==> src/rtl/fifo_write_arbiter.sv <==
// ---------------------------------------------------------------------------
// fifo_write_arbiter
//
// Shares the single write port of a small FIFO among N requesters with
// round-robin arbitration. The arbiter keeps its own copy of the FIFO
// occupancy and produces both the push strobe (from the registered grant) and
// the pop strobe (the consumer request gated by empty). Because of this, the
// FIFO can never overflow or underflow.
//
// Ports
//   clk                        sole clock, rising edge
//   rst                        asynchronous reset, active low; release is
//                              synchronous to clk
//   req[N-1:0]                 per-requester write request, level sensitive
//   gnt[N-1:0]                 registered one-hot grant; the push happens in
//                              the cycle the grant is high
//   push                       FIFO write strobe (OR of gnt)
//   pop_req                    consumer read request
//   pop                        FIFO read strobe (pop_req and not empty)
//   number_of_current_entries  registered occupancy count
//   full                       occupancy == DEPTH
//   empty                      occupancy == 0
//
// Parameters
//   N      number of requesters
//   DEPTH  FIFO capacity in entries
//   CNT_W  occupancy counter width; 2**CNT_W must exceed DEPTH
//
// Build option
//   FIFO_WRITE_ARB_SVA_EN  when defined, compiles in embedded assertions and
//                          occupancy cover points. Functional logic is the
//                          same either way.
// ---------------------------------------------------------------------------
module fifo_write_arbiter #(
  parameter int N     = 5,
  parameter int DEPTH = 6,
  parameter int CNT_W = 3
) (
  input  logic             clk,
  input  logic             rst,
  input  logic [N-1:0]     req,
  output logic [N-1:0]     gnt,
  output logic             push,
  input  logic             pop_req,
  output logic             pop,
  output logic [CNT_W-1:0] number_of_current_entries,
  output logic             full,
  output logic             empty
);

  localparam int IDX_W = (N > 1) ? $clog2(N) : 1;

  localparam logic [CNT_W-1:0] DEPTH_C  = CNT_W'(DEPTH);
  localparam logic [IDX_W-1:0] LAST_RST = IDX_W'(N - 1);

  logic [CNT_W-1:0] cnt;
  logic [CNT_W-1:0] cnt_nxt;
  logic             space;
  logic [N-1:0]     gnt_nxt;
  logic [IDX_W-1:0] last;
  logic [IDX_W-1:0] last_nxt;

  // -------------------------------------------------------------------------
  // Occupancy
  // -------------------------------------------------------------------------
  assign push  = |gnt;
  assign empty = (cnt == '0);
  assign full  = (cnt == DEPTH_C);
  // No fall-through: a push in the same cycle does not make an empty FIFO
  // readable.
  assign pop   = pop_req & ~empty;

  assign cnt_nxt = cnt + CNT_W'(push) - CNT_W'(pop);

  // The grant issued now is pushed next cycle, when the count will already be
  // cnt_nxt, so space is judged on cnt_nxt rather than on cnt.
  assign space = (cnt_nxt < DEPTH_C);

  assign number_of_current_entries = cnt;

  // -------------------------------------------------------------------------
  // Round-robin grant selection
  // Search starts one past the last winner and wraps, so the most recent
  // winner has the lowest priority on the next arbitration.
  // -------------------------------------------------------------------------
  always_comb begin
    logic             found;
    logic [IDX_W-1:0] sel;

    gnt_nxt  = '0;
    last_nxt = last;
    found    = 1'b0;
    sel      = '0;

    if (space) begin
      for (int k = 1; k <= N; k++) begin
        sel = IDX_W'((int'(last) + k) % N);
        if (!found && req[sel]) begin
          found        = 1'b1;
          gnt_nxt[sel] = 1'b1;
          last_nxt     = sel;
        end
      end
    end
  end

  // -------------------------------------------------------------------------
  // State registers
  // Clearing gnt asynchronously also kills push immediately, so an in-flight
  // grant is cancelled by reset rather than completed.
  // -------------------------------------------------------------------------
  always_ff @(posedge clk or negedge rst) begin
    if (!rst) begin
      cnt  <= '0;
      gnt  <= '0;
      last <= LAST_RST;
    end else begin
      cnt  <= cnt_nxt;
      gnt  <= gnt_nxt;
      last <= last_nxt;
    end
  end

  // -------------------------------------------------------------------------
  // Embedded checks
  // -------------------------------------------------------------------------
`ifdef FIFO_WRITE_ARB_SVA_EN
  a_gnt_onehot0 : assert property (@(posedge clk) disable iff (!rst)
    $onehot0(gnt));

  for (genvar i = 0; i < N; i++) begin : g_gnt_req
    a_gnt_after_req : assert property (@(posedge clk) disable iff (!rst)
      gnt[i] |-> $past(req[i]));
  end

  a_cnt_bound : assert property (@(posedge clk) disable iff (!rst)
    cnt <= DEPTH_C);

  a_no_pop_empty : assert property (@(posedge clk) disable iff (!rst)
    !(pop && empty));

  a_no_push_full : assert property (@(posedge clk) disable iff (!rst)
    !(push && full));

  for (genvar v = 0; v <= DEPTH; v++) begin : g_cnt_cov
    c_occupancy : cover property (@(posedge clk) disable iff (!rst)
      cnt == CNT_W'(v));
  end
`else
  // Assertions and cover points are left out of this build.
`endif

endmodule

==> config.mk <==
export PLATFORM = sky130hd
export DESIGN_NAME = fifo_write_arbiter
export DESIGN_NICKNAME = d
export VERILOG_FILES = /design/src/rtl/fifo_write_arbiter.sv
export SDC_FILE = /design/constraint.sdc
export NUM_CORES = 1
export LEC_CHECK = 0
export BUFFER_PORTS_ARGS = -buffer_cell sky130_fd_sc_hd__buf_2
export CAP_MARGIN = 25
export CORE_ASPECT_RATIO = 1.2
export CORE_UTILIZATION = 45
export CTS_CLUSTER_DIAMETER = 50
export DETAILED_ROUTE_END_ITERATION = 10
export PLACE_DENSITY = 0.65
export REMOVE_ABC_BUFFERS = 1
export SYNTH_ARGS = -nofsm -noshare
export SYNTH_HDL_FRONTEND = slang
export SYNTH_SLANG_ARGS = --single-unit
export TNS_END_PERCENT = 5
==> constraint.sdc <==
create_clock -name clk -period 4.06 [get_ports clk]
set_input_delay 0.812 -clock clk [delete_from_list [all_inputs] [get_ports clk]]
set_output_delay 0.812 -clock clk [all_outputs]
set_load 0.01 [all_outputs]
==> impl_metrics.ini, run 1 <==
[logic_synthesis]
seq_area_frac_synth_pct = 12.16
ys_warn_count = 0
yosysTopAreaCellShare_pct = 15.95
syn_area_per_cell_sq_um = 8.182
synth_cell_types = 67
syn_area_sq_um = 2275
synth_area_leader_cell = ha_1
synth_edf_count = 0
synth.area.top_cells = ha_1 16%, dfrtp_1 11%, mux4_2 5.0%, nor2_1 4.1%, inv_1 3.6%
async_flop_share_pct = 100.0
syn_inst = 278
synth_seq_cells = 11
ys_dominant_reg_cell = dfrtp_1

[route]
drtPass1Iterations = 4
drc = 0
wl_per_cell_microns = 16.35
totalWireLength_mm = 6.541
vias = 2335
first_iter_violations = 112
antenna_left = 0
vias_per_cell = 5.838

[cells_and_area]
utilization_pct = 62.96
antennaDiodeCount = 0
area_growth_pct = 35.75
layout-drive-gt1-share_pct = 42.06
finalNetCount = 380
fill_cells = 448
final_cell_area_sq_um = 3088

[sta]
holdWs_ns = 0.4320
rsz0062_at_grt = true
worstMarginPinSlew_ns = 0.6782
finalCritPeriodShare_pct = 98.56
setup_viol = 0
skew_ns = 0.005592
fmax_mhz = 249.9
period_needed_ns = 4.001
max-slew-margin-rel_pct = 54.31
finalMaxSlewViolations = 0
hold_violations = 0

[grt]
grt_pass1_vias = 2064
track_usage_pct = 23.49
grt_max_degree = 16
antenna_found_initial = 0
grt_pass1_wl_mm = 9.632
overflow = 0

[clock_network]
ctsHoldBuffers = 0
cts_buffers = 3
clkTransAtPathRegs_ns = 0.05
clockBufferDepth = 2
cts.sinks = 11
worstSkewPairLatency_ns = 0.23
clockRootBuffer = clkbuf_8
cts.htree.levels = 1
cts_tree = yes

[outcome]
status = complete, no violations

[flow_run]
max_cap_viol_count = 0

[floorplanning]
io_pins = 20
num_rows = 28
core_area_sq_um = 4905
die-area_sq_um = 5344
die_x_microns = 66.90
die_h_microns = 79.88
initial_core_util_pct = 46.38

[place]
dpl.hpwl_mm = 4.796
place.gp.congestion = 0.8967
placed_area_sq_um = 2664
io_buffer_count = 19

[critical_path]
crit_required_ns = 4.19
crit_path_start_kind = register
endpoint_kind = register
cp.arrival_ns = 4.13
worstSetupPathType = register to register
path_max_fanout = 5

[worst_hold_path]
hold_class = primary input to asynchronous set/reset pin
[metal layers]
| layer | track usage [%] | part of all wire [%] | wire (microns) |
|---|---|---|---|
| met1 | 30.22 | 43 | 2799 |
| met2 | 41.72 | 52 | 3372 |
| met3 | 1.000 | 3.6 | 238 |
| met4 | 6.383 | 2.0 | 131 |
| met5 | 0 | 0 | 0 |
[layout by cell type, fill, tap and decap left out, types with 3 or more instances in the layout]
cell / instances
clkbuf_8: 3
a31oi_1: 4
o21ai_0: 13
and2_1: 3
dfrtp_1: 9
o31ai_1: 3
xnor2_1: 5
mux4_2: 5
nand2b_1: 9
ha_2: 5
inv_4: 3
nand2_1: 22
a211oi_2: 3
nor2_1: 19
buf_2: 19
o22ai_1: 3
a21oi_1: 11
a21oi_2: 3
ha_4: 3
ha_1: 21
nand3_1: 3
o211ai_1: 3
xnor2_4: 3
or3_1: 3
nor3_1: 5
inv_2: 5
nor2_2: 5
mux2i_1: 6
and3_1: 3
buf_4: 47
inv_1: 19
[critical path, stage by stage (launching register included)]
cell and delay [ns]:
dfstp_2 0.58, inv_2 0.08, ha_4 0.23, nor3_4 0.19, nand2b_4 0.15, xnor2_1 0.09, ha_1 0.22, fa_2 0.46
o21ai_4 0.12, mux2i_2 0.12, and3_1 0.21, or2_2 0.31, buf_4 0.15, or3_4 0.41, nor3_4 0.20, a221oi_1 0.13
a21oi_1 0.24
[metrics by stage]
| stage | cells | worst slack [ns] | setup TNS (ns) |
|---|---|---|---|
| final | 400 | 0.05864 | 0 |
| after detailed placement | 383 | -0.07638 | -0.3980 |
| after global routing | 400 | -0.1035 | -0.2679 |
| after floorplan | 269 | -0.8856 | -6.623 |
| after CTS | 387 | 0.003990 | 0 |
| after global placement | 383 | -0.002800 | -0.002800 |
[sequential cells by signal, summed over array words and instances, names as in the netlist]
name / count
gnt: 5
last: 3
number_of_current_entries: 3
[synth_stat cells (all sizes together), types with 3 or more instances]
cell type,number
a31oi,5
buf,6
and3,3
nand3,3
a21oi,15
o21ai,17
or3,4
a32oi,3
mux4,5
nor3,8
a221oi,3
o31ai,3
clkbuf,3
nand2b,11
xnor2,10
nor2,25
ha,29
mux2i,7
o211ai,5
nand2,23
and2,3
o22ai,5
nor2b,3
a211oi,5
inv,27
dfrtp,10
[logic make-up (layout without fill, tap and decap cells)]
logic type / count (synthesis) / after routing / share of synthesized area, %
AND/OR/NAND/NOR: 95 / 95 / 22.17
AO/OA/AOI/OAI: 79 / 79 / 26.02
buffers and inverters: 36 / 98 / 6.491
adder cells (fa/ha/maj): 31 / 31 / 17.71
multiplexers: 14 / 14 / 9.021
XOR/XNOR: 12 / 12 / 6.436
flip-flops: 11 / 11 / 12.16
[worst paths after layout]
check	slack [ns]	depth (start not counted)	from	end
min reg2reg	0.61	3	gnt[2]	number_of_current_entries[0]
max reg2reg	0.06	16	last[2]	gnt[2]
max in group asynchronous	3.37	1	rst	last[2]
min in group clk	0.61	3	gnt[2]	number_of_current_entries[0]
min	0.43	1	rst	number_of_current_entries[1]
max	0.06	16	last[2]	gnt[2]
[area by class of cell]
class	instances	area (sq um)	share of cell area, %
well taps	60	75.07	2.431
multi-input cells	231	2113	68.44
repair buffers	67	467.9	15.15
inverters	27	108.9	3.525
clock buffers	4	45.04	1.459
flip-flops and latches	11	277.8	8.995
[repair_timing]
item,CTS,global route
gates resized for setup,6,51
pin swaps,0,19
setup buffers,0,13
setup endpoints to repair,7,8
Power of run 1 is not shown: default switching activity piles up to over one toggle a cycle in this logic, so the estimate is an artifact.
==> inputs of run 2 (changes only) <==
Clock period 4.06 ns to 3.4 ns, I/O delays scaled along.
==> impl_metrics.ini, run 2 (synthesized netlist as in run 1, its figures left out) <==
[outcome]
status = finished, violations left
violations = setup timing

[critical_path]
worstSetupPathType = register to register
path_max_fanout = 6
worst-r2r-setup-slack_ns = -0.43
critPathSlowestCell = or4bb_1
r2r-start = last[1]
crit_top_cell = buf_4
critPathLaunch = last[1]
r2r_cells = 18
r2r_end = gnt[2]
crit_required_ns = 3.56
crit_buf_inv = 5
crit_family = simple AND/OR/NAND/NOR gates
crit_end = gnt[2]
slowest_delay_ns = 0.53
crit_chain = buf_4 > ha_4 > xnor2_4 > buf_6 > buf_4 > ha_1 > and2_4 > o21ai_2 > a21oi_2 > or3_4 > a211oi_2 > o31ai_1 > buf_4 > buf_4 > or4bb_1 > o22ai_1 > a221oi_1 > a21oi_1
cp.arrival_ns = 3.99
crit_path_start_kind = register
endpoint_kind = register
crit_cells = 18

[clock_network]
cts_tree = yes
worstSkewPairLatency_ns = 0.25
cts.sinks = 11
clockRootBuffer = clkbuf_8
clockBufferDepth = 2
cts.htree.levels = 1
cts_buffers = 3
clkTransAtPathRegs_ns = 0.06

[route]
first_iter_violations = 98
drc = 0
top_layer = met4
wl_met1_mm = 3.077
vias_per_cell = 5.751
vias = 2582
wl_per_cell_microns = 16.96
antenna_left = 0
routed-wl-met3_microns = 301
totalWireLength_mm = 7.614
drtPass1Iterations = 4
met2_length_mm = 4.009

[cells_and_area]
multi_input_area_sq_um = 2217
layout-drive-gt1-share_pct = 53.47
seqCellArea_sq_um = 276.5
largest_register_ffs = 5
area_growth_pct = 57.87
stdcell_count = 449
antennaDiodeCount = 0
mostFrequentLayoutCell = buf_4
largest_register = gnt
utilization_pct = 73.21
fill_cells = 353
finalNetCount = 429
layout_common_cells = 90 x buf_4, 22 x nand2_1, 19 x nor2_1, 19 x buf_2

[sta]
finalCritPeriodShare_pct = 112.7
fin_setup_tns_ns = -2.719
hold_violations = 0
worstMarginPinSlew_ns = 0.6100
fmax_mhz = 261.0
period_needed_ns = 3.832
skew_ns = 0.007463
max-slew-margin-rel_pct = 58.80
timing.final.ws_setup_ns = -0.4321
setup_viol = 8
rsz0062_at_grt = true
finalMaxSlewViolations = 0

[place]
place.gp.congestion = 0.9627
dpl.hpwl_mm = 5.372
post-place-cells = 430
io_buffer_count = 19
dp_slack_ns = -0.6322

[grt]
overflow = 0
grt_pass1_wl_mm = 11.83
grt_max_degree = 22
antenna_found_initial = 0
track_usage_pct = 29.61
grt_pass1_vias = 2506

[worst_hold_path]
hold_class = primary input to asynchronous set/reset pin

[floorplanning]
die-area_sq_um = 5344
die_x_microns = 66.90
die_h_microns = 79.88
initial_core_util_pct = 46.38
core_area_sq_um = 4905
io_pins = 20
num_rows = 28

[flow_run]
max_cap_viol_count = 0
[run 2: changes by cell type in the layout (fill, tap and decap cells not counted), sizes merged]
cell	change
buf	+49
[run 2: worst register-to-register path: stages (launching register included)]
cell	delay [ns]
dfrtp_1	0.40
buf_4	0.19
ha_4	0.19
xnor2_4	0.13
buf_6	0.12
buf_4	0.13
ha_1	0.19
and2_4	0.18
o21ai_2	0.13
a21oi_2	0.10
or3_4	0.39
a211oi_2	0.22
o31ai_1	0.11
buf_4	0.16
buf_4	0.13
or4bb_1	0.53
o22ai_1	0.20
a221oi_1	0.09
a21oi_1	0.17
[run 2: through the flow]
step / cell area [sq um] / hold slack [ns]
3_3_place_gp: 3029 / 0.5668
5_1_grt: 3591 / 0.3152
3_5_place_dp: 3029 / 0.5684
4_1_cts: 3512 / 0.3045
2_1_floorplan: 2231 / 0.3844
6_report: 3591 / 0.2957
[run 2: worst min-delay path by stage]
stage               from                      endpoint
floorplan            rst                        gnt[0]
global placement     rst                       last[1]
detailed placement   rst  number_of_current_entries[1]
CTS                  rst  number_of_current_entries[1]
global route         rst  number_of_current_entries[1]
finish               rst  number_of_current_entries[1]
[run 2: layout make-up]
type	instances	area share, %
Clock buffer	4	1.254
Inverter	27	2.962
Multi-Input combinational cell	231	61.74
Sequential cell	11	7.700
Tap cell	60	2.091
Timing Repair Buffer	116	24.25
[run 2: routing by layer]
| metal | vias up | GRT usage, % |
|---|---|---|
| li1 | 1252 | - |
| met1 | 1222 | 34.69 |
| met2 | 88 | 53.64 |
| met3 | 20 | 1.857 |
| met4 | 0 | 13.40 |
| met5 | - | 0 |
[run 2: what timing repair did]
action | in CTS | in global routing
hold buffers | 0 | 0
pin swaps | 26 | 4
setup buffers | 11 | 4
resized for setup | 72 | 12
setup endpoints to repair | 8 | 8
Power of run 2 is left out for the same reason.
